## src/rtl/wb_uart_loader.sv

```systemverilog
// wb_uart_loader: UART boot loader that assembles framed firmware words and writes them
// over Wishbone, holding the CPU in reset until a frame with a good checksum lands.
module wb_uart_loader #(
  parameter logic [31:0] BASE_ADDR      = 32'h0000_0000,
  parameter int unsigned MAX_WORDS      = 2048,
  parameter logic [23:0] TIMEOUT_CYCLES = 24'd1_000_000
) (
  input  logic        clk_i,
  input  logic        rst_i,
  input  logic [7:0]  rx_data_i,
  input  logic        rx_valid_i,
  output logic        rx_ready_o,
  output logic [31:0] wb_addr_o,
  output logic [31:0] wb_data_o,
  output logic        wb_we_o,
  output logic [3:0]  wb_sel_o,
  output logic        wb_stb_o,
  output logic        wb_cyc_o,
  input  logic        wb_ack_i,
  output logic        cpu_rst_o,
  output logic        done_o,
  output logic        err_o
);
  typedef enum logic [2:0] {SYNC, LEN0, LEN1, DATA, WRITE, CSUM, DONE} state_t;
  state_t state_q, state_d;
  logic [15:0] count_q, count_d, idx_q, idx_d, len;
  logic [1:0]  bidx_q, bidx_d;
  logic [7:0]  csum_q, csum_d;
  logic [23:0] idle_q, idle_d;
  logic [31:0] word_q, word_d, addr_q, addr_d, data_q, data_d;
  logic        cyc_q, cyc_d, cpu_rst_q, cpu_rst_d, done_q, done_d, err_q, err_d;
  logic        acc, timed, expire;
  assign rx_ready_o = (state_q != WRITE) && (state_q != DONE);
  assign acc        = rx_valid_i && rx_ready_o;
  assign timed      = state_q inside {LEN0, LEN1, DATA, CSUM};
  assign expire     = timed && (idle_q == TIMEOUT_CYCLES - 24'd1);
  assign len        = {rx_data_i, count_q[7:0]};
  assign wb_addr_o  = addr_q;
  assign wb_data_o  = data_q;
  assign wb_cyc_o   = cyc_q;
  assign wb_stb_o   = cyc_q;
  assign wb_we_o    = cyc_q;
  assign wb_sel_o   = {4{cyc_q}};
  assign cpu_rst_o  = cpu_rst_q;
  assign done_o     = done_q;
  assign err_o      = err_q;
  always_comb begin
    state_d   = state_q;
    count_d   = count_q;
    idx_d     = idx_q;
    bidx_d    = bidx_q;
    csum_d    = csum_q;
    word_d    = word_q;
    addr_d    = addr_q;
    data_d    = data_q;
    cyc_d     = cyc_q;
    cpu_rst_d = cpu_rst_q;
    done_d    = done_q;
    err_d     = err_q;
    idle_d    = (!timed || acc) ? '0 : idle_q + 24'd1;
    // an expiring idle counter beats any byte arriving on the same edge
    if (expire) begin
      state_d = SYNC;
      err_d   = 1'b1;
    end else begin
      case (state_q)
        SYNC: if (acc && rx_data_i == 8'h55) begin
          state_d = LEN0;
          err_d   = 1'b0;
          csum_d  = '0;
          idx_d   = '0;
          bidx_d  = '0;
        end
        LEN0: if (acc) begin
          count_d = {count_q[15:8], rx_data_i};
          state_d = LEN1;
        end
        LEN1: if (acc) begin
          count_d = len;
          state_d = (len == '0 || len > 16'(MAX_WORDS)) ? SYNC : DATA;
          err_d   = (len == '0 || len > 16'(MAX_WORDS));
        end
        DATA: if (acc) begin
          word_d[{bidx_q, 3'b000} +: 8] = rx_data_i;
          csum_d = csum_q + rx_data_i;
          bidx_d = bidx_q + 2'd1;
          if (bidx_q == 2'd3) begin
            state_d = WRITE;
            cyc_d   = 1'b1;
            addr_d  = BASE_ADDR + {14'd0, idx_q, 2'b00};
            data_d  = word_d;
          end
        end
        WRITE: if (wb_ack_i) begin
          cyc_d   = 1'b0;
          idx_d   = idx_q + 16'd1;
          state_d = (idx_q + 16'd1 == count_q) ? CSUM : DATA;
        end
        CSUM: if (acc) begin
          state_d   = (rx_data_i == csum_q) ? DONE : SYNC;
          cpu_rst_d = (rx_data_i != csum_q);
          done_d    = (rx_data_i == csum_q);
          err_d     = (rx_data_i != csum_q);
        end
        default: ;
      endcase
    end
  end
  always_ff @(posedge clk_i or posedge rst_i) begin
    if (rst_i) begin
      state_q   <= SYNC;
      count_q   <= '0;
      idx_q     <= '0;
      bidx_q    <= '0;
      csum_q    <= '0;
      idle_q    <= '0;
      word_q    <= '0;
      addr_q    <= '0;
      data_q    <= '0;
      cyc_q     <= 1'b0;
      cpu_rst_q <= 1'b1;
      done_q    <= 1'b0;
      err_q     <= 1'b0;
    end else begin
      state_q   <= state_d;
      count_q   <= count_d;
      idx_q     <= idx_d;
      bidx_q    <= bidx_d;
      csum_q    <= csum_d;
      idle_q    <= idle_d;
      word_q    <= word_d;
      addr_q    <= addr_d;
      data_q    <= data_d;
      cyc_q     <= cyc_d;
      cpu_rst_q <= cpu_rst_d;
      done_q    <= done_d;
      err_q     <= err_d;
    end
  end
endmodule
```

## config.mk

```make
export PLATFORM = sky130hd
export DESIGN_NAME = wb_uart_loader
export DESIGN_NICKNAME = d
export VERILOG_FILES = /design/src/rtl/wb_uart_loader.sv
export SDC_FILE = /design/constraint.sdc
export NUM_CORES = 1
export LEC_CHECK = 0
export CAP_MARGIN = 10
export CORE_MARGIN = 4
export CORE_UTILIZATION = 24
export DETAILED_ROUTE_END_ITERATION = 16
export DONT_BUFFER_PORTS = 1
export GPL_TIMING_DRIVEN = 0
export PLACE_DENSITY = 0.35
export RECOVER_POWER = 50
export SETUP_SLACK_MARGIN = 0.1
export SKIP_LAST_GASP = 1
export SYNTH_ARGS = -nofsm -noshare
export SYNTH_HDL_FRONTEND = slang
export SYNTH_SLANG_ARGS = --single-unit
```

## constraint.sdc

```tcl
create_clock -name clk_i -period 7.4 [get_ports clk_i]
set_input_delay 1.11 -clock clk_i [delete_from_list [all_inputs] [get_ports clk_i]]
set_output_delay 1.11 -clock clk_i [all_outputs]
set_load 0.005 [all_outputs]
```

== Word-level counts from Yosys, hierarchy flattened ==
Cells that the tools add are included.

* Register bits: 153
* Bits of input ports: 12
* Output and inout port bits: 75
* Logic and storage cells: 109

* $add $sub $neg: 5
* Magnitude comparators: 1
* Equal/unequal tests: 24
* Shifts and indexed selects: 2
* Mux-type cells: 35
* Bitwise gates (word level): 3
* Reductions and logical operators: 25

{| class="wikitable"
|+ Operators with widths
! operator !! count
|-
| $pmux W16 S2 || 2
|-
| $mux W16 || 3
|-
| $bwmux W32 || 1
|-
| $shift A8 B7 Y32 const A || 1
|-
| $shiftx A8 B7 Y32 || 1
|-
| $mux W3 || 10
|-
| $add A24 B1 Y24 const B || 1
|-
| $eq A24 B20 Y1 const B || 1
|-
| $mux W24 || 1
|-
| $mux W8 || 3
|-
| $ne A3 B3 Y1 const B || 8
|-
| $reduce_and A4 Y1 || 6
|-
| $pmux W3 S6 || 1
|-
| $add A16 B1 Y16 const B || 1
|-
| $eq A16 B16 Y1 || 1
|-
| $gt A16 B12 Y1 const B || 1
|-
| $logic_not A16 Y1 || 1
|-
| $pmux W8 S2 || 1
|-
| $add A8 B8 Y8 || 1
|-
| $eq A8 B7 Y1 const B || 1
|-
| $eq A8 B8 Y1 || 1
|-
| $ne A8 B8 Y1 || 1
|-
| $reduce_and A8 Y1 || 1
|-
| $reduce_bool A4 Y1 || 2
|-
| other kinds (23) || 44
|}

== Logic depth before layout (Yosys ltp) ==
Gate-level depths: netlist of run 1.

* Depth after elaboration: 7
* Depth in mapped cells: 10
* Depth with buffers taken out: 8

== Worst setup path after synthesis of run 1 ==
OpenSTA, ideal clock, no wires.

* Kind: in2reg
* From: input port rx_data_i[0]
* To: register csum_q[6]
* Setup time: 0.135 ns
* Data arrival time: 2.502 ns
* Required time: 7.265 ns
* Path slack: 4.764 ns
* Stages on the path: 8
* Buffers on the path: 0
* Cell sequence: ha_1 -> fa_1 -> a21o_1 -> a21oi_1 -> o21bai_1 -> a21oi_1 -> xor2_1 -> o21ai_0

* Cells in the longest elaborated chain, start to end: 4
* Elaborated cells between the ends (all ways): 7
* Those cells by class: 1 x add/sub; 2 x eq/ne; 2 x mux; 2 x reduce/logical

{| class="wikitable"
|+ Ends and longest elaborated chain
! item !! line !! RTL
|-
| start, declared || 10 || <nowiki>input logic [7:0] rx_data_i,</nowiki>
|-
| branches (longest 4 deep; another with $add A8 B8 Y8) || -- ||
|-
| end signal, assigned || 129 || <nowiki>csum_q <= csum_d;</nowiki>
|-
| end, declared || 28 || <nowiki>logic [7:0] csum_q, csum_d;</nowiki>
|}

Several ways; the timed one is not identified. The select of a mux whose other input is x is not followed.
A chain may end at the register's enable or synchronous reset.

== Worst setup path after layout of run 1 ==
* From: input port rx_data_i[7]
* To: register idx_q[3]

* Cells in the longest elaborated chain, start to end: 4

{| class="wikitable"
|+ Ends and longest elaborated chain
! item !! line !! RTL
|-
| $eq A8 B7 Y1 || 67 || <nowiki>SYNC: if (acc && rx_data_i == 8'h55) begin</nowiki>
|-
| $logic_and A1 B1 Y1 || 67 ||
|-
| $ne A2 B2 Y1 (no source line) || -- ||
|-
| $reduce_and A4 Y1 (no source line) || -- ||
|-
| end signal, assigned || 127 || <nowiki>idx_q <= idx_d;</nowiki>
|-
| end, declared || 26 || <nowiki>logic [15:0] count_q, count_d, idx_q, idx_d, len;</nowiki>
|}

Every way passes these cells.

==> results of run 1 <==
==> worst min-delay path by stage <==
stage	start	to
final	idle_q[0]$_DFF_PP0_	idle_q[0]$_DFF_PP0_
after global routing	word_q[13]$_DFFE_PP0P_	word_q[13]$_DFFE_PP0P_
after CTS	idle_q[0]$_DFF_PP0_	idle_q[0]$_DFF_PP0_
after detailed placement	idle_q[0]$_DFF_PP0_	idle_q[0]$_DFF_PP0_
after global placement	idle_q[0]$_DFF_PP0_	idle_q[0]$_DFF_PP0_
after floorplan	idle_q[0]$_DFF_PP0_	idle_q[0]$_DFF_PP0_
==> worst max-delay path: cells and delay by family <==
family	cells	cell delay [ns]
AND/OR/NAND/NOR	2	0.92
AO/OA/AOI/OAI	3	0.88
buffers and inverters	1	0.38
==> synthesized netlist by cell type, types with 4 or more instances <==
master / n / share of area, %
sky130_fd_sc_hd__nand4_1: 10 / 0.84
sky130_fd_sc_hd__nand2_1: 72 / 3.6
sky130_fd_sc_hd__a21oi_1: 47 / 3.2
sky130_fd_sc_hd__nor2_1: 43 / 2.2
sky130_fd_sc_hd__buf_6: 6 / 0.91
sky130_fd_sc_hd__nor3_1: 15 / 1.0
sky130_fd_sc_hd__a31oi_1: 5 / 0.42
sky130_fd_sc_hd__xnor2_1: 21 / 2.5
sky130_fd_sc_hd__inv_1: 16 / 0.81
sky130_fd_sc_hd__o31ai_1: 6 / 0.60
sky130_fd_sc_hd__nor2b_1: 27 / 2.3
sky130_fd_sc_hd__buf_2: 8 / 0.54
sky130_fd_sc_hd__clkbuf_1: 28 / 1.4
sky130_fd_sc_hd__and2_1: 4 / 0.34
sky130_fd_sc_hd__mux2_2: 33 / 5.0
sky130_fd_sc_hd__nand3_1: 35 / 2.4
sky130_fd_sc_hd__mux2i_1: 4 / 0.54
sky130_fd_sc_hd__ha_1: 14 / 2.4
sky130_fd_sc_hd__and3_1: 6 / 0.50
sky130_fd_sc_hd__or3_1: 11 / 0.92
sky130_fd_sc_hd__buf_4: 23 / 2.3
sky130_fd_sc_hd__dfrtp_1: 144 / 48
sky130_fd_sc_hd__and4_1: 4 / 0.47
sky130_fd_sc_hd__xor2_1: 23 / 2.7
sky130_fd_sc_hd__o21ai_0: 70 / 4.7
sky130_fd_sc_hd__nor4_1: 11 / 0.92
sky130_fd_sc_hd__a22o_1: 32 / 3.8
==> registers in the layout, indices dropped and copies added (netlist names) <==
register   count
idx_q         16
cpu_rst_o      1
state_q        3
csum_q         8
wb_cyc_o       1
idle_q        24
count_q       16
wb_data_o     32
err_o          1
bidx_q         2
done_o         1
word_q        24
wb_addr_o     16
==> per-layer routing <==
metal	vias to the layer above	GRT usage [%]	wire (µm)
li1	2688	-	-
met1	2767	16.7	9580
met2	121	20.3	9740
met3	24	3.47	1160
met4	0	4.55	466
met5	-	0	0
==> power groups by stage <==
stage,Combinational (mW),Clock (mW),Sequential [mW]
2_1_floorplan,0.514,0,0.994
3_3_place_gp,0.638,0,1.03
3_5_place_dp,0.653,0,1.03
4_1_cts,0.655,0.898,1.02
5_1_grt,0.733,0.935,1.04
6_report,0.648,0.866,1.02
==> per-stage QoR <==
stage          power, mW  utilization (%)  hold WS, ns  cells
6_report            2.53             28.1        0.478   1197
5_1_grt             2.71             28.1        0.506   1197
4_1_cts             2.57             28.1        0.483   1197
3_5_place_dp        1.69             26.3        0.474   1166
3_3_place_gp        1.67             26.1        0.473   1165
2_1_floorplan       1.51                -        0.447    769
==> logic make-up after synthesis <==
| kind of cell | count (synthesis) | synth area share [%] |
|---|---|---|
| simple gates | 256 | 17.7 |
| compound gates | 174 | 14.1 |
| flops | 145 | 48.7 |
| buf+inv | 82 | 6.05 |
| xor+xnor | 44 | 5.18 |
| mux | 37 | 5.53 |
| fa+ha+maj | 15 | 2.62 |
| other cells | 1 | 0.0504 |
==> placed cells by master, fill, tap and decap left out, types with 3 or more instances in the layout <==
| cell type | synthesis | layout |
|---|---|---|
| sky130_fd_sc_hd__clkbuf_16 | 0 | 17 |
| sky130_fd_sc_hd__buf_4 | 23 | 23 |
| sky130_fd_sc_hd__and4_1 | 4 | 4 |
| sky130_fd_sc_hd__a22o_1 | 32 | 32 |
| sky130_fd_sc_hd__mux2i_1 | 4 | 4 |
| sky130_fd_sc_hd__nand2_1 | 72 | 72 |
| sky130_fd_sc_hd__mux2_2 | 33 | 33 |
| sky130_fd_sc_hd__nor2b_1 | 27 | 27 |
| sky130_fd_sc_hd__a31oi_1 | 5 | 5 |
| sky130_fd_sc_hd__buf_2 | 8 | 8 |
| sky130_fd_sc_hd__and3_1 | 6 | 6 |
| sky130_fd_sc_hd__a21oi_1 | 47 | 47 |
| sky130_fd_sc_hd__inv_1 | 16 | 15 |
| sky130_fd_sc_hd__dfrtp_1 | 144 | 144 |
| sky130_fd_sc_hd__nand3_1 | 35 | 35 |
| sky130_fd_sc_hd__xor2_1 | 23 | 23 |
| sky130_fd_sc_hd__and2_1 | 4 | 4 |
| sky130_fd_sc_hd__o21ai_0 | 70 | 70 |
| sky130_fd_sc_hd__clkinvlp_4 | 0 | 3 |
| sky130_fd_sc_hd__or3_1 | 11 | 11 |
| sky130_fd_sc_hd__ha_1 | 14 | 14 |
| sky130_fd_sc_hd__xnor2_1 | 21 | 21 |
| sky130_fd_sc_hd__nor2_1 | 43 | 43 |
| sky130_fd_sc_hd__buf_6 | 6 | 6 |
| sky130_fd_sc_hd__inv_6 | 0 | 6 |
| sky130_fd_sc_hd__nor3_1 | 15 | 15 |
| sky130_fd_sc_hd__conb_1 | 1 | 16 |
| sky130_fd_sc_hd__clkbuf_1 | 28 | 29 |
| sky130_fd_sc_hd__nand4_1 | 10 | 10 |
| sky130_fd_sc_hd__a21o_1 | 3 | 3 |
| sky130_fd_sc_hd__nor4_1 | 11 | 11 |
| sky130_fd_sc_hd__o31ai_1 | 6 | 6 |
==> cell type report <==
class                   instances  share of cell area (%)
flip-flops and latches        145                    42.2
clock buffers                  18                    4.99
multi-input cells             542                    39.7
inverters                      16                   0.712
repair buffers                  1                   0.320
clock inverters                13                    1.76
well taps                     396                    5.76
plain buffers                  66                    4.54
==> run metrics, run 1 <==
status=complete, but fails checks; violations in the final reports=capacitance limit, slew limit; Critical path destination=idx_q[3]$_DFFE_PP0P_; area of the mapped netlist=7450 µm²; unrepaired setup endpoints after global routing=false; switching share of power=32.6%; CTS tree=built; number of H-tree branching levels=4; clock network fraction of design power=34.2%; Post-DRT Antenna Nets=0; timing-limited maximum frequency=0.330 GHz; die height=184 µm; Die Footprint=33,900 µm²; class of the most critical setup path=input pin to flip-flop; Sequential Power Share=40.2%; part of the cycle the worst path needs=40.9%; number of max-cap violations=1; Vias=5,600; critical path startpoint=rx_data_i[7]; mean number of vias per cell=4.68; clock-pin slew on the worst setup and hold paths=0.06 ns; maximum clock skew at final layout=0.0116 ns; Initial Util=24.3%; number of enable flip-flop cells after synthesis=0; Slew Limit Headroom=-74.5%; ratio of total power to cell area=294 nW/µm²; pin count of the biggest net entering global routing=93; cts repair resizes=0; Req. time, crit path=7.67 ns; synth unique cells=56; sequential-to-total area share from yosys stat=48.7%; worst-case clock buffer depth=2; most used flip-flop cell after synthesis=sky130_fd_sc_hd__dfrtp_1; reg2reg end=wb_addr_o[14]$_DFFE_PP0P_; Critical R2R Launch=idle_q[20]$_DFF_PP0_; depth of the most critical reg-to-reg path=9; Worst-Skew Late Latency=0.42 ns; Placer Congestion=0.789; Int Pwr=1.71 mW; yosys warns=0; total number of clock tree sinks=145; Total Wirelength=20,900 µm; arrival time of data at the critical path endpoint=3.30 ns; share of async-settable or async-resettable flops after synthesis=100%; worst vdd rail ir drop=0.169 mV; final number of setup-violating endpoints=0; layout overhead on the synthesized area=15.6%; horizontal die dimension=184 µm; Iter 0 DRT Violations=327; net switching power=0.826 mW; post-CTS setup repair buffer count=0; crit path max-delay cell type=sky130_fd_sc_hd__nor4_1; wire length of the first global-routing pass=33,700 µm; cell leakage power=3.72 nW; clock root buffer master=sky130_fd_sc_hd__clkbuf_16; area of the core=30,600 µm²; worst slew pin tran=2.60 ns; layout cell share with drive strength beyond 1=14.0%; cell row count=64; design area=8610 µm²; class of the tightest hold or removal check=flip-flop to flip-flop; top fanout value on the critical path=10; First-pass DRT Iterations=6; minimum clock period=3.03 ns; final worst setup slack=4.37 ns; register area=3630 µm²; count of cells along the worst hold path=1; register-to-register path setup slack=4.63 ns; antenna violations before repair=0; Fin. Hold Viols=0; overall track demand over capacity in global routing=12.7%; count of inserted antenna diode cells=0; synthesized flop and latch total=145; proportion of power drawn by combinational gates=25.6%; critical path, cell by cell=or2_2 -> nor4_1 -> o21ai_0 -> clkbuf_1 -> o21ai_0 -> o41ai_1; dpl cell area=8030 µm²; longest individual stage delay on the worst path=0.60 ns; worst slack at placement=3.91 ns; count of input and output buffers=0; Hold-fix buffers, CTS=0; Post-Route Setup TNS=0 ns; final net count=816; cell occurring most often along the worst timing path=sky130_fd_sc_hd__o21ai_0; sort of element at the end of the critical path=flip-flop; I/O pin cnt=87; routed wirelength normalized by instance count=17.5 µm; TritonCTS Buffers=17; Post-Synthesis Mean Instance Area=9.88 µm²; total count of max-transition violations in the final report=54; area occupied by multi-input gates=3420 µm²; HPWL after detailed placement=14,900 µm; fill cell count=3,232; vias in the first global route=5,871; number of remaining DRC errors=0; kind of start point of the critical path=input pin; total congestion overflow after global routing=0; Post-Synthesis Cells=754
Note: power is estimated with default switching activity, not from simulation.
==> inputs of run 2 (changes only) <==
clock period = 2.8 ns   (was 7.4 ns; I/O delays follow)
==> run metrics, run 2 (same netlist as run 1, synthesis figures left out) <==
status=finished, final reports clean; final number of setup-violating endpoints=0 (unchanged); HPWL after detailed placement=15,100 µm (+1.3%); area of the core=30,600 µm² (unchanged); cell leakage power=3.80 nW (+2.2%); register-to-register path setup slack=0.30 ns (-4.33 ns); overall track demand over capacity in global routing=12.8% (+0.056 points); Slew Limit Headroom=37.7% (+110 points); clock-pin slew on the worst setup and hold paths=0.06 ns (about the same); Worst-Skew Late Latency=0.43 ns (about the same); wire length of the first global-routing pass=33,700 µm (-0.22%); count of input and output buffers=0 (unchanged); Critical R2R Launch=idle_q[22]$_DFF_PP0_; family of cells with the greatest summed delay on the critical path=simple AND/OR/NAND/NOR gates; class of the most critical setup path=flip-flop to flip-flop; worst-case clock buffer depth=2 (unchanged); fill cell count=3,239 (+0.22%); arrival time of data at the critical path endpoint=2.81 ns (-0.49 ns); Placer Congestion=0.775 (-1.9%); Post-DRT Antenna Nets=0 (unchanged); Initial Util=24.3% (unchanged); layout cell share with drive strength beyond 1=16.1% (+2.1 points); count of cells along the worst hold path=2 (+1); First-pass DRT Iterations=5 (-1); class of the tightest hold or removal check=input pin to flip-flop; final net count=829 (+1.6%); number of placed instances with taps included=1,169 (+0.26%); TritonCTS Buffers=17 (unchanged); worst slew pin tran=0.931 ns (-1.67 ns); Fin. Hold Viols=0 (unchanged); Iter 0 DRT Violations=306 (-6.4%); die height=184 µm (unchanged); critical path, cell by cell=nor4_4 -> nand4_1 -> or3_1 -> buf_6 -> and4_4 -> nand2_1 -> buf_12 -> buf_6 -> mux2_2; I/O pin cnt=87 (unchanged); source of the worst hold timing path=wb_ack_i; clock root buffer master=sky130_fd_sc_hd__clkbuf_16; antenna violations before repair=0 (unchanged); sort of element at the end of the critical path=flip-flop; crit path max-delay cell type=sky130_fd_sc_hd__dfrtp_1; part of the cycle the worst path needs=89.4%; total congestion overflow after global routing=0 (unchanged); routed wirelength normalized by instance count=17.4 µm (-0.63%); unrepaired setup endpoints after global routing=true; Die Footprint=33,900 µm² (unchanged); WP buf/inv=3 (+2); leading cell type in the layout, fill and taps excluded=sky130_fd_sc_hd__dfrtp_1; Worst Hold Slack=0.219 ns (-0.259 ns); Total Wirelength=21,000 µm (+0.45%); layout overhead on the synthesized area=17.4%; Vias=5,657 (+1.0%); total count of max-transition violations in the final report=0 (-100%); Req. time, crit path=3.11 ns (-4.56 ns); number of flip-flops under the largest register name=32 (unchanged); cell occurring most often along the worst timing path=sky130_fd_sc_hd__buf_6; longest individual stage delay on the worst path=0.42 ns (-0.18 ns); number of max-cap violations=0 (-1); depth of the most critical reg-to-reg path=9 (unchanged); maximum clock skew at final layout=0.0144 ns (+0.00275 ns); number of remaining DRC errors=0 (unchanged); commonest cells after routing, fill and taps aside=sky130_fd_sc_hd__dfrtp_1, sky130_fd_sc_hd__nand2_1, sky130_fd_sc_hd__o21ai_0; top fanout value on the critical path=10 (unchanged); reg2reg end=wb_addr_o[8]$_DFFE_PP0P_; worst vdd rail ir drop=0.420 mV (+150%); minimum clock period=2.50 ns; mean number of vias per cell=4.68 (about the same); total number of clock tree sinks=145 (unchanged); count of inserted antenna diode cells=0 (unchanged); pin count of the biggest net entering global routing=43 (-54%); kind of start point of the critical path=flip-flop; cell row count=64 (unchanged); sink of the worst hold path=state_q[2]$_DFFE_PP0P_; number of H-tree branching levels=4 (unchanged); timing-limited maximum frequency=0.400 GHz; horizontal die dimension=184 µm (unchanged); CTS tree=built; vias in the first global route=5,860 (-0.19%); number of non-filler instances in the completed layout=1,210 (+1.1%); ratio of total power to cell area=757 nW/µm² (+160%)
run 2: cell count changes in the layout (fill, tap and decap cells not counted), moves of 3 or more:
cell and change:
sky130_fd_sc_hd__buf_4 +9, sky130_fd_sc_hd__clkbuf_2 +3, sky130_fd_sc_hd__clkinv_4 +3, sky130_fd_sc_hd__inv_6 -3
run 2: repair_timing:
| item | 4_1_cts | 5_1_grt |
|---|---|---|
| hold buffers | 1 | 0 |
| setup endpoints to repair | 21 | 20 |
| setup buffers | 0 | 9 |
| pin swaps | 0 | 7 |
| resized for setup | 4 | 12 |
| endpoints found under the hold margin | 13 | 0 |
run 2: area by class of cell:
type | count | area, µm² | share of cell area [%]
Buffer | 66 | 405 | 4.64
Clock buffer | 21 | 460 | 5.27
Tap cell | 396 | 495 | 5.67
Sequential cell | 145 | 3630 | 41.5
Multi-Input combinational cell | 542 | 3460 | 39.6
Inverter | 16 | 61.3 | 0.701
Clock inverter | 10 | 103 | 1.17
Timing Repair Buffer | 14 | 121 | 1.39
run 2: metal layers:
metal	track usage, %	share of wire (%)	up-vias
met3	3.71	5.6	23
met4	4.41	2.0	0
li1	-	-	2726
met5	0	0	-
met2	20.2	46	128
met1	16.8	46	2780
run 2: how the worst max path moves through the flow:
stage                                    start                        end  slack (ns)  cells past startpoint
final                     idle_q[22]$_DFF_PP0_   wb_addr_o[8]$_DFFE_PP0P_        0.30                      9
after global routing                     rst_i  wb_data_o[16]$_DFFE_PP0P_        0.09                      5
after CTS                 idx_q[1]$_DFFE_PP0P_     state_q[1]$_DFFE_PP0P_        0.12                      8
after detailed placement          rx_data_i[7]       idx_q[3]$_DFFE_PP0P_       -0.03                      6
after global placement                   rst_i  wb_data_o[21]$_DFFE_PP0P_       -0.37                      1
after floorplan                          rst_i      bidx_q[0]$_DFFE_PP0P_        0.56                      1
run 2: where the power goes:
part           leakage [nW]  total, mW  switching [mW]  internal (mW)
Combinational          1.57       1.71           0.933          0.774
Sequential             1.96       2.70           0.291           2.41
Clock                 0.271       2.21           0.938           1.28
Total                  3.80       6.62            2.16           4.46
run 2: worst register-to-register path, delay by kind of cell, from the launching register on:
| family | cells | cell delay [ns] |
|---|---|---|
| buffers and inverters | 3 | 0.48 |
| flip-flops | 1 | 0.42 |
| multiplexers | 1 | 0.33 |
| AND/OR/NAND/NOR | 5 | 1.15 |
run 2: per-stage QoR:
step | TNS [ns] | util, % | cell area [µm²] | setup slack, ns | total power [mW]
2_1_floorplan | 0 | - | 7510 | 0.562 | 3.99
3_3_place_gp | -51.25 | 26.2 | 8000 | -0.368 | 4.42
3_5_place_dp | -0.0261 | 26.4 | 8080 | -0.0261 | 4.46
4_1_cts | 0 | 28.4 | 8680 | 0.118 | 6.74
5_1_grt | 0 | 28.6 | 8740 | 0.0886 | 7.07
6_report | 0 | 28.6 | 8740 | 0.298 | 6.62
